File: src/rtl/gomoku_pkg.sv
// Shared gomoku definitions: board geometry, field widths, result codes,
// player encoding and the move-commit FSM state encoding.
package gomoku_pkg;

    localparam int unsigned BOARD_N = 15;
    localparam int unsigned CELLS   = BOARD_N * BOARD_N;
    localparam int unsigned COORD_W = 4;
    localparam int unsigned IDX_W   = 8;
    localparam int unsigned CNT_W   = 8;
    localparam int unsigned RES_W   = 2;
    localparam int unsigned LAT_W   = 4;

    localparam logic [RES_W-1:0] RES_OK      = 2'd0;
    localparam logic [RES_W-1:0] RES_ILLEGAL = 2'd1;
    localparam logic [RES_W-1:0] RES_WIN     = 2'd2;
    localparam logic [RES_W-1:0] RES_DRAW    = 2'd3;

    localparam logic BLACK = 1'b0;
    localparam logic WHITE = 1'b1;

    typedef enum logic [2:0] {
        ST_IDLE     = 3'd0,
        ST_VALIDATE = 3'd1,
        ST_WRITE    = 3'd2,
        ST_CHECK    = 3'd3,
        ST_RESULT   = 3'd4,
        ST_OVER     = 3'd5
    } state_e;

endpackage

File: src/rtl/move_commit_ctrl_if.sv
// Move request / result handshake between the input/AI layer (master) and
// move_commit_ctrl (slave).
//   move_valid/move_row/move_col : request, master -> slave
//   move_ready                   : slave accepts when high (IDLE only)
//   result_valid/result_code     : one-cycle verdict per accepted request
interface move_commit_ctrl_if;
    import gomoku_pkg::*;

    logic               move_valid;
    logic               move_ready;
    logic [COORD_W-1:0] move_row;
    logic [COORD_W-1:0] move_col;
    logic               result_valid;
    logic [RES_W-1:0]   result_code;

    modport master (
        output move_valid, move_row, move_col,
        input  move_ready, result_valid, result_code
    );

    modport slave (
        input  move_valid, move_row, move_col,
        output move_ready, result_valid, result_code
    );

endinterface

File: src/rtl/cell_index.sv
// Combinational (row, col) -> linear board index (row*BOARD_N + col) plus an
// in-range flag. Index is always computed in 8 bits; callers must gate any
// use of idx_o with in_range_o.
//   row_i, col_i : requested coordinates (0..15 representable)
//   idx_o        : linear index, <= 240 for any 4-bit input pair
//   in_range_o   : both coordinates < BOARD_N
module cell_index
    import gomoku_pkg::*;
(
    input  logic [COORD_W-1:0] row_i,
    input  logic [COORD_W-1:0] col_i,
    output logic [IDX_W-1:0]   idx_o,
    output logic               in_range_o
);

    assign idx_o      = IDX_W'(row_i) * IDX_W'(BOARD_N) + IDX_W'(col_i);
    assign in_range_o = (row_i < COORD_W'(BOARD_N)) && (col_i < COORD_W'(BOARD_N));

endmodule

File: src/rtl/move_commit_ctrl.sv
// Write side of the gomoku board bitmap: validates move requests, commits
// stones into per-player 225-bit boards, hands the mover's board to an
// external win checker and reports OK / ILLEGAL / WIN / DRAW.
// Optional take-back of the last move is built when MOVE_UNDO_EN is defined.
//   clk, rst        : clock, synchronous active-high reset
//   mv              : move request / result handshake (slave side)
//   new_game, undo  : control pulses (undo only acts with MOVE_UNDO_EN)
//   black_board, white_board, cur_player, move_count, game_over : game state
//   chk_row, chk_col, chk_board, chk_req, chk_win : win-checker interface
module move_commit_ctrl
    import gomoku_pkg::*;
#(
    parameter int unsigned CHECK_LAT    = 1,
    parameter bit          FIRST_PLAYER = 1'b0
)
(
    input  logic               clk,
    input  logic               rst,
    move_commit_ctrl_if.slave  mv,
    input  logic               new_game,
    input  logic               undo,
    output logic [CELLS-1:0]   black_board,
    output logic [CELLS-1:0]   white_board,
    output logic               cur_player,
    output logic [COORD_W-1:0] chk_row,
    output logic [COORD_W-1:0] chk_col,
    output logic [CELLS-1:0]   chk_board,
    output logic               chk_req,
    input  logic               chk_win,
    output logic               game_over,
    output logic [CNT_W-1:0]   move_count
);

    localparam logic [CELLS-1:0] CELL_ONE = CELLS'(1);

    state_e             state_q;
    logic               ready_q;
    logic [COORD_W-1:0] row_q;
    logic [COORD_W-1:0] col_q;
    logic [CELLS-1:0]   black_q;
    logic [CELLS-1:0]   white_q;
    logic               player_q;
    logic [CNT_W-1:0]   count_q;
    logic [COORD_W-1:0] chk_row_q;
    logic [COORD_W-1:0] chk_col_q;
    logic [CELLS-1:0]   chk_board_q;
    logic               chk_req_q;
    logic [LAT_W-1:0]   chk_cnt_q;
    logic               res_vld_q;
    logic [RES_W-1:0]   res_code_q;
    logic               over_q;

    logic [IDX_W-1:0]   idx_c;
    logic               in_range_c;
    logic [CELLS-1:0]   wr_mask_c;
    logic               occupied_c;
    logic               new_game_c;

    // Index of the latched request
    cell_index u_cell_index (
        .row_i      (row_q),
        .col_i      (col_q),
        .idx_o      (idx_c),
        .in_range_o (in_range_c)
    );

    // Shifting past bit 224 yields zero, so an out-of-range index never hits a cell
    assign wr_mask_c  = CELL_ONE << idx_c;
    assign occupied_c = |((black_q | white_q) & wr_mask_c);
    assign new_game_c = new_game && ((state_q == ST_IDLE) || (state_q == ST_OVER));

`ifdef MOVE_UNDO_EN
    logic [IDX_W-1:0] last_idx_q;
    logic             last_player_q;
    logic             last_vld_q;
    logic [CELLS-1:0] undo_mask_c;
    logic             undo_take_c;

    assign undo_mask_c = CELL_ONE << last_idx_q;
    assign undo_take_c = undo && last_vld_q && (count_q != '0);
`else
    logic unused_undo;
    assign unused_undo = undo;
`endif

    // Move-commit FSM with all outputs registered
    always_ff @(posedge clk) begin
        if (rst || new_game_c) begin
            state_q     <= ST_IDLE;
            ready_q     <= 1'b1;
            row_q       <= '0;
            col_q       <= '0;
            black_q     <= '0;
            white_q     <= '0;
            player_q    <= FIRST_PLAYER;
            count_q     <= '0;
            chk_row_q   <= '0;
            chk_col_q   <= '0;
            chk_board_q <= '0;
            chk_req_q   <= 1'b0;
            chk_cnt_q   <= '0;
            res_vld_q   <= 1'b0;
            res_code_q  <= RES_OK;
            over_q      <= 1'b0;
`ifdef MOVE_UNDO_EN
            last_idx_q    <= '0;
            last_player_q <= BLACK;
            last_vld_q    <= 1'b0;
`endif
        end else begin
            res_vld_q <= 1'b0;
            unique case (state_q)
                ST_IDLE: begin
                    if (mv.move_valid) begin
                        row_q   <= mv.move_row;
                        col_q   <= mv.move_col;
                        ready_q <= 1'b0;
                        state_q <= ST_VALIDATE;
                    end
`ifdef MOVE_UNDO_EN
                    else if (undo_take_c) begin
                        if (last_player_q == BLACK) begin
                            black_q <= black_q & ~undo_mask_c;
                        end else begin
                            white_q <= white_q & ~undo_mask_c;
                        end
                        count_q    <= count_q - CNT_W'(1);
                        player_q   <= last_player_q;
                        last_vld_q <= 1'b0;
                        res_vld_q  <= 1'b1;
                        res_code_q <= RES_OK;
                        ready_q    <= 1'b0;
                        state_q    <= ST_RESULT;
                    end
`endif
                end

                ST_VALIDATE: begin
                    if (!in_range_c || occupied_c) begin
                        res_vld_q  <= 1'b1;
                        res_code_q <= RES_ILLEGAL;
                        state_q    <= ST_RESULT;
                    end else begin
                        state_q <= ST_WRITE;
                    end
                end

                ST_WRITE: begin
                    if (player_q == BLACK) begin
                        black_q     <= black_q | wr_mask_c;
                        chk_board_q <= black_q | wr_mask_c;
                    end else begin
                        white_q     <= white_q | wr_mask_c;
                        chk_board_q <= white_q | wr_mask_c;
                    end
                    count_q   <= count_q + CNT_W'(1);
                    chk_row_q <= row_q;
                    chk_col_q <= col_q;
                    chk_req_q <= 1'b1;
                    chk_cnt_q <= '0;
                    state_q   <= ST_CHECK;
`ifdef MOVE_UNDO_EN
                    last_idx_q    <= idx_c;
                    last_player_q <= player_q;
                    last_vld_q    <= 1'b1;
`endif
                end

                ST_CHECK: begin
                    // Verdict sampled on the last of CHECK_LAT request cycles
                    if (chk_cnt_q == LAT_W'(CHECK_LAT - 1)) begin
                        chk_req_q <= 1'b0;
                        res_vld_q <= 1'b1;
                        state_q   <= ST_RESULT;
                        if (chk_win) begin
                            res_code_q <= RES_WIN;
                            over_q     <= 1'b1;
                        end else if (count_q == CNT_W'(CELLS)) begin
                            res_code_q <= RES_DRAW;
                            over_q     <= 1'b1;
                        end else begin
                            res_code_q <= RES_OK;
                            player_q   <= ~player_q;
                        end
                    end else begin
                        chk_cnt_q <= chk_cnt_q + LAT_W'(1);
                    end
                end

                ST_RESULT: begin
                    ready_q <= ~over_q;
                    state_q <= over_q ? ST_OVER : ST_IDLE;
                end

                ST_OVER: begin
                    ready_q <= 1'b0;
                end

                default: begin
                    ready_q <= 1'b1;
                    state_q <= ST_IDLE;
                end
            endcase
        end
    end

    assign mv.move_ready   = ready_q;
    assign mv.result_valid = res_vld_q;
    assign mv.result_code  = res_code_q;
    assign black_board     = black_q;
    assign white_board     = white_q;
    assign cur_player      = player_q;
    assign chk_row         = chk_row_q;
    assign chk_col         = chk_col_q;
    assign chk_board       = chk_board_q;
    assign chk_req         = chk_req_q;
    assign game_over       = over_q;
    assign move_count      = count_q;

endmodule

File: src/flat_wrapper.sv
// flat-port wrapper written by rule: the top's interface ports become plain ports
module move_commit_ctrl_flat import gomoku_pkg::*;
#(
    parameter int unsigned CHECK_LAT    = 1,
    parameter bit          FIRST_PLAYER = 1'b0
)
  (clk, rst, new_game, undo, black_board, white_board, cur_player, chk_row, chk_col, chk_board, chk_req, chk_win, game_over, move_count, mv_move_valid, mv_move_row, mv_move_col, mv_move_ready, mv_result_valid, mv_result_code);
  move_commit_ctrl_if mv_i ();
  input  logic clk;
  input  logic rst;
  input  logic new_game;
  input  logic undo;
  output logic [CELLS-1:0] black_board;
  output logic [CELLS-1:0] white_board;
  output logic cur_player;
  output logic [COORD_W-1:0] chk_row;
  output logic [COORD_W-1:0] chk_col;
  output logic [CELLS-1:0] chk_board;
  output logic chk_req;
  input  logic chk_win;
  output logic game_over;
  output logic [CNT_W-1:0] move_count;
  input wire logic [$bits(mv_i.move_valid)-1:0] mv_move_valid;
  input wire logic [$bits(mv_i.move_row)-1:0] mv_move_row;
  input wire logic [$bits(mv_i.move_col)-1:0] mv_move_col;
  output wire logic [$bits(mv_i.move_ready)-1:0] mv_move_ready;
  output wire logic [$bits(mv_i.result_valid)-1:0] mv_result_valid;
  output wire logic [$bits(mv_i.result_code)-1:0] mv_result_code;
  assign mv_i.move_valid = mv_move_valid;
  assign mv_i.move_row = mv_move_row;
  assign mv_i.move_col = mv_move_col;
  assign mv_move_ready = mv_i.move_ready;
  assign mv_result_valid = mv_i.result_valid;
  assign mv_result_code = mv_i.result_code;
  move_commit_ctrl #(.CHECK_LAT(CHECK_LAT), .FIRST_PLAYER(FIRST_PLAYER)) u_core (.clk(clk), .rst(rst), .mv(mv_i), .new_game(new_game), .undo(undo), .black_board(black_board), .white_board(white_board), .cur_player(cur_player), .chk_row(chk_row), .chk_col(chk_col), .chk_board(chk_board), .chk_req(chk_req), .chk_win(chk_win), .game_over(game_over), .move_count(move_count));
endmodule
File: config.mk
export PLATFORM = sky130hd
export DESIGN_NAME = move_commit_ctrl_flat
export DESIGN_NICKNAME = d
export VERILOG_FILES = /design/src/rtl/gomoku_pkg.sv /design/src/rtl/move_commit_ctrl_if.sv /design/src/rtl/cell_index.sv /design/src/rtl/move_commit_ctrl.sv /design/src/flat_wrapper.sv
export SDC_FILE = /design/constraint.sdc
export NUM_CORES = 2
export LEC_CHECK = 0
export BUFFER_PORTS_ARGS = -buffer_cell sky130_fd_sc_hd__buf_2
export CORE_AREA = 3 3 276 278
export CTS_CLUSTER_SIZE = 12
export DETAILED_ROUTE_END_ITERATION = 12
export DIE_AREA = 0 0 279 281
export PLACE_DENSITY = 0.71
export SLEW_MARGIN = 20
export SYNTH_ARGS = -nofsm -noshare
export SYNTH_HDL_FRONTEND = slang
export SYNTH_SLANG_ARGS = --single-unit
File: constraint.sdc
create_clock -name clk -period 4.9 [get_ports clk]
set_input_delay 1.47 -clock clk [delete_from_list [all_inputs] [get_ports clk]]
set_output_delay 1.47 -clock clk [all_outputs]
set_load 0.01 [all_outputs]
==> metrics.md <==
| Metric | Value |
|---|---|
| Seq/Total Area, Yosys | `0.474` |
| Nets@finish | `4,599` |
| Gp weighted congestion | `1.03` |
| Post-synthesis sequential element count | `713` |
| Switch share | `0.301` |
| Final ANT Viol Nets | `0` |
| CTS tree | `done` |
| Reg2reg end | `u_core.state_q[1]` |
| Cell Area, Synth | `30,100 um^2` |
| Worst skew pair latency | `0.65 ns` |
| Post-Synth XOR/XNOR Area | `0.00606` |
| P_leak | `16.4 nW` |
| Crit path buf inv count | `7` |
| Total Wirelength | `163 mm` |
| Worst Path Max Fanout | `6` |
| Worst min path class | `reg2reg` |
| Syn Nets | `3,671` |
| Share of synthesized area spent on multiplexers | `0.0753` |
| First-pass GRT wire length | `227 mm` |
| Gate Count Post-Synth | `3,628` |
| Synth area leaders | `dfxtp_1 47%, nor2_1 9.8%, a21oi_1 8.6%, mux2i_1 7.3%, a311oi_1 5.3%` |
| Final Hold Vio Count | `0` |
| Worst Tran Pin Value | `1.18 ns` |
| Worst-path clk slew | `0.06 ns` |
| Routed wire per std cell | `29.3 um` |
| Via count | `34,400` |
| Largest net degree at the start of global routing | `194` |
| Main synth FF type | `dfxtp_1` |
| Post-route setup slack | `-0.380 ns` |
| CTS Root Cell | `clkbuf_16` |
| RSZ-0062 raised after global routing | `yes` |
| Post-Synth Adder-Cell Area | `0.0138` |
| Post-route minimum period | `5.28 ns` |
| Comb power frac | `0.188` |
| DR DRC count | `0` |
| Reg2reg start | `u_core.row_q[1]` |
| Fin Hold WS | `0.453 ns` |
| Layout area overhead | `36.3%` |
| Number of clock sinks | `713` |
| Worst Hold Depth | `2` |
| Clock share of power | `0.403` |
| Placed instance area | `37,900 um^2` |
| Critical Path End Type | `flop` |
| Failing checks | `negative setup slack` |
| Starting Density | `0.406` |
| Total CTS buffers | `77` |
| Syn. warnings | `0` |
| IO buf count | `710` |
| Initial drt markers | `4,728` |
| Max frequency | `0.189 GHz` |
| I/O pin total | `712` |
| DP HPWL | `121 mm` |
| Placed cell count | `5,429` |
| CTS Buffer Depth | `3` |
| Pint | `10.3 mW` |
| Slew Limit Fails | `0` |
| WP data arrival | `5.80 ns` |
| Share of cells above drive strength 1 | `0.308` |
| Clock Skew | `0.0306 ns` |
| First drt pass iteration count | `5` |
| Sw Pwr | `4.41 mW` |
| Outcome | `finished with violations` |
| Post-route cell area | `41,100 um^2` |
| Number of cells on the worst reg-to-reg path | `22` |
| Distinct cells, synth | `74` |
| Die H | `281 um` |
| FF-to-FF setup slack | `-0.38 ns` |
| Max H-tree Level | `3` |
| Top cell family by delay on the critical path | `adder cells` |
| Compound-Gate Fraction of Synth Area | `0.212` |
| VDD IR max | `0.284 mV` |
| Cell taking the most area after synthesis | `dfxtp_1` |
| Req. time, crit path | `5.42 ns` |
| Slew HR | `0.213` |
| Most common cell in the synthesized netlist | `nor2_1` |
| Power share of the sequential group | `0.409` |
| Area share of the largest cell type after synthesis | `0.474` |
| Largest stage delay, worst path | `0.51 ns` |
| Synth Area in Simple Gates | `0.175` |
| Setup violations, final | `5` |
| Die X | `279 um` |
| GRT Overall Usage | `0.395` |
| EDFF count, synth | `0` |
| DIE AREA | `78,400 um^2` |
| Initial antenna violation count | `3` |
| Syn avg cell area | `8.31 um^2` |
| Vias in the first global route | `31,000` |
| Core area | `74,200 um^2` |
| Part of the cycle the worst path needs | `1.08` |
| Max Cap Viol | `0` |
| Largest family of logic cells by synthesized area | `compound AO/OA/AOI/OAI gates` |
| Share of flip-flops with an asynchronous set or reset | `0` |
| Slowest cell on crit path | `fa_1` |
| Crit path cell chain | `fa_1 -> fa_1 -> inv_1 -> fa_1 -> inv_2 -> ha_4 -> buf_4 -> buf_4 -> xnor2_4 -> nand2_1 -> buf_4 -> mux2i_2 -> nand2_1 -> buf_4 -> nor3_1 -> nor4_2 -> nand4b_1 -> or4_4 -> nor4_4 -> buf_6 -> and3b_2 -> a31o_1` |
| Routed vias/inst | `6.17` |
| Synth top cells by count | `784 x nor2_1, 713 x dfxtp_1, 517 x a21oi_1` |
| Min-Delay Startpoint | `u_core.chk_row[0]` |
| Most used cell, CP | `buf_4` |
| Rows | `100` |
| PD cells | `357 nW/um^2` |
| Global route overflow | `0` |
| Critical path class | `reg2reg` |
| WHS Endpoint | `u_core.chk_row[0]` |
| Kind of start point of the critical path | `flop` |
| Layout Cells excl Fill | `5,579` |
==> power groups by stage <==
stage / registers [mW] / logic [mW] / clock network [mW]
after floorplan: 6.17 / 1.04 / 0
after detailed placement: 6.13 / 2.54 / 0
after global placement: 6.12 / 2.53 / 0
after global routing: 6.01 / 2.83 / 6.17
final: 6.00 / 2.75 / 5.91
after CTS: 6.00 / 2.59 / 5.92
==> placed cells by master, fill, tap and decap left out, types with 14 or more instances in the layout <==
| cell type | synthesis | layout |
|---|---|---|
| nor3_1 | 70 | 61 |
| buf_12 | 0 | 46 |
| nand2_1 | 279 | 277 |
| a31oi_1 | 17 | 15 |
| nor2_1 | 784 | 761 |
| ha_1 | 22 | 21 |
| a221oi_1 | 26 | 25 |
| nand4_1 | 20 | 20 |
| buf_4 | 1 | 402 |
| nor2b_1 | 32 | 32 |
| o22ai_1 | 30 | 30 |
| clkbuf_8 | 0 | 15 |
| a21oi_1 | 517 | 513 |
| mux2i_1 | 221 | 206 |
| o211ai_1 | 46 | 46 |
| clkbuf_1 | 292 | 22 |
| nor2_4 | 0 | 14 |
| clkbuf_16 | 0 | 77 |
| dfxtp_1 | 713 | 710 |
| buf_2 | 9 | 710 |
| o21ai_0 | 134 | 126 |
| a311oi_1 | 182 | 182 |
==> stage by stage <==
| stage | TNS [ns] | utilization | power [mW] | worst slack, ns |
|---|---|---|---|---|
| after global placement | -3.50 | 0.511 | 8.65 | -0.768 |
| after floorplan | -0.230 | - | 7.21 | -0.119 |
| after global routing | -2.02 | 0.554 | 15.0 | -0.446 |
| final | -1.64 | 0.554 | 14.7 | -0.380 |
| after detailed placement | -3.44 | 0.511 | 8.67 | -0.761 |
| after CTS | -1.63 | 0.549 | 14.5 | -0.389 |
==> what timing repair did <==
item                       4_1_cts  5_1_grt
pin swaps                       18       26
gates resized for setup         40       64
setup endpoints to repair        6        7
buffers inserted                 7       10
hold buffers                     0        0
==> sequential cells by signal, summed over array words and instances (netlist names) <==
| signal | cells |
|---|---|
| u_core.mv.result_code | 2 |
| u_core.row_q | 4 |
| u_core.white_board | 225 |
| u_core.chk_row | 4 |
| u_core.chk_col | 4 |
| u_core.col_q | 4 |
| u_core.state_q | 3 |
| u_core.black_board | 225 |
| u_core.mv.result_valid | 1 |
| u_core.cur_player | 1 |
| u_core.chk_cnt_q | 4 |
| u_core.chk_board | 225 |
| u_core.move_count | 8 |
| u_core.chk_req | 1 |
| u_core.mv.move_ready | 1 |
| u_core.game_over | 1 |
==> routing by layer <==
layer  wire length (um)  global-route usage  vias to the layer above
li1                   -                   -                    14700
met1              62400               0.502                    16800
met2              73300               0.625                     2387
met3              18100              0.0978                      513
met4               9630               0.204                        2
met5                 13                   0                        -
==> kinds of logic after synthesis <==
logic type / Yosys count
AO/OA/AOI/OAI: 1031
XOR/XNOR: 20
adder cells (fa/ha/maj): 29
buffers and inverters: 336
flip-flops: 713
multiplexers: 225
AND/OR/NAND/NOR: 1274
==> how the worst max path moves through the flow <==
| stage | start | endpoint | slack (ns) | depth (start not counted) |
|---|---|---|---|---|
| floorplan | u_core.row_q[2] | u_core.mv.result_code[0] | -0.12 | 18 |
| global placement | u_core.row_q[0] | u_core.mv.result_code[0] | -0.77 | 19 |
| detailed placement | u_core.row_q[0] | u_core.mv.result_code[0] | -0.76 | 19 |
| CTS | u_core.row_q[2] | u_core.mv.result_code[0] | -0.39 | 21 |
| global route | u_core.row_q[1] | u_core.mv.result_code[0] | -0.45 | 21 |
| finish | u_core.row_q[1] | u_core.state_q[1] | -0.38 | 22 |
==> worst reg2reg max path: stages (launching register included) <==
cell and delay, ns:
dfxtp_2 0.33, fa_1 0.51, fa_1 0.50, inv_1 0.05
fa_1 0.49, inv_2 0.05, ha_4 0.21, buf_4 0.15
buf_4 0.16, xnor2_4 0.23, nand2_1 0.18, buf_4 0.20
mux2i_2 0.36, nand2_1 0.18, buf_4 0.19, nor3_1 0.38
nor4_2 0.09, nand4b_1 0.14, or4_4 0.15, nor4_4 0.04
buf_6 0.13, and3b_2 0.25, a31o_1 0.21
==> area by class of cell <==
type | count | area (um^2)
Timing Repair Buffer | 1171 | 7640
Fill cell | 6833 | 33100
Tap cell | 969 | 1210
Antenna cell | 1 | 2.50
Inverter | 14 | 52.6
Clock inverter | 18 | 318
Clock buffer | 114 | 2220
Sequential cell | 713 | 14300
Multi-Input combinational cell | 2579 | 15400
No activity file was read; power rests on OpenSTA's default activity.
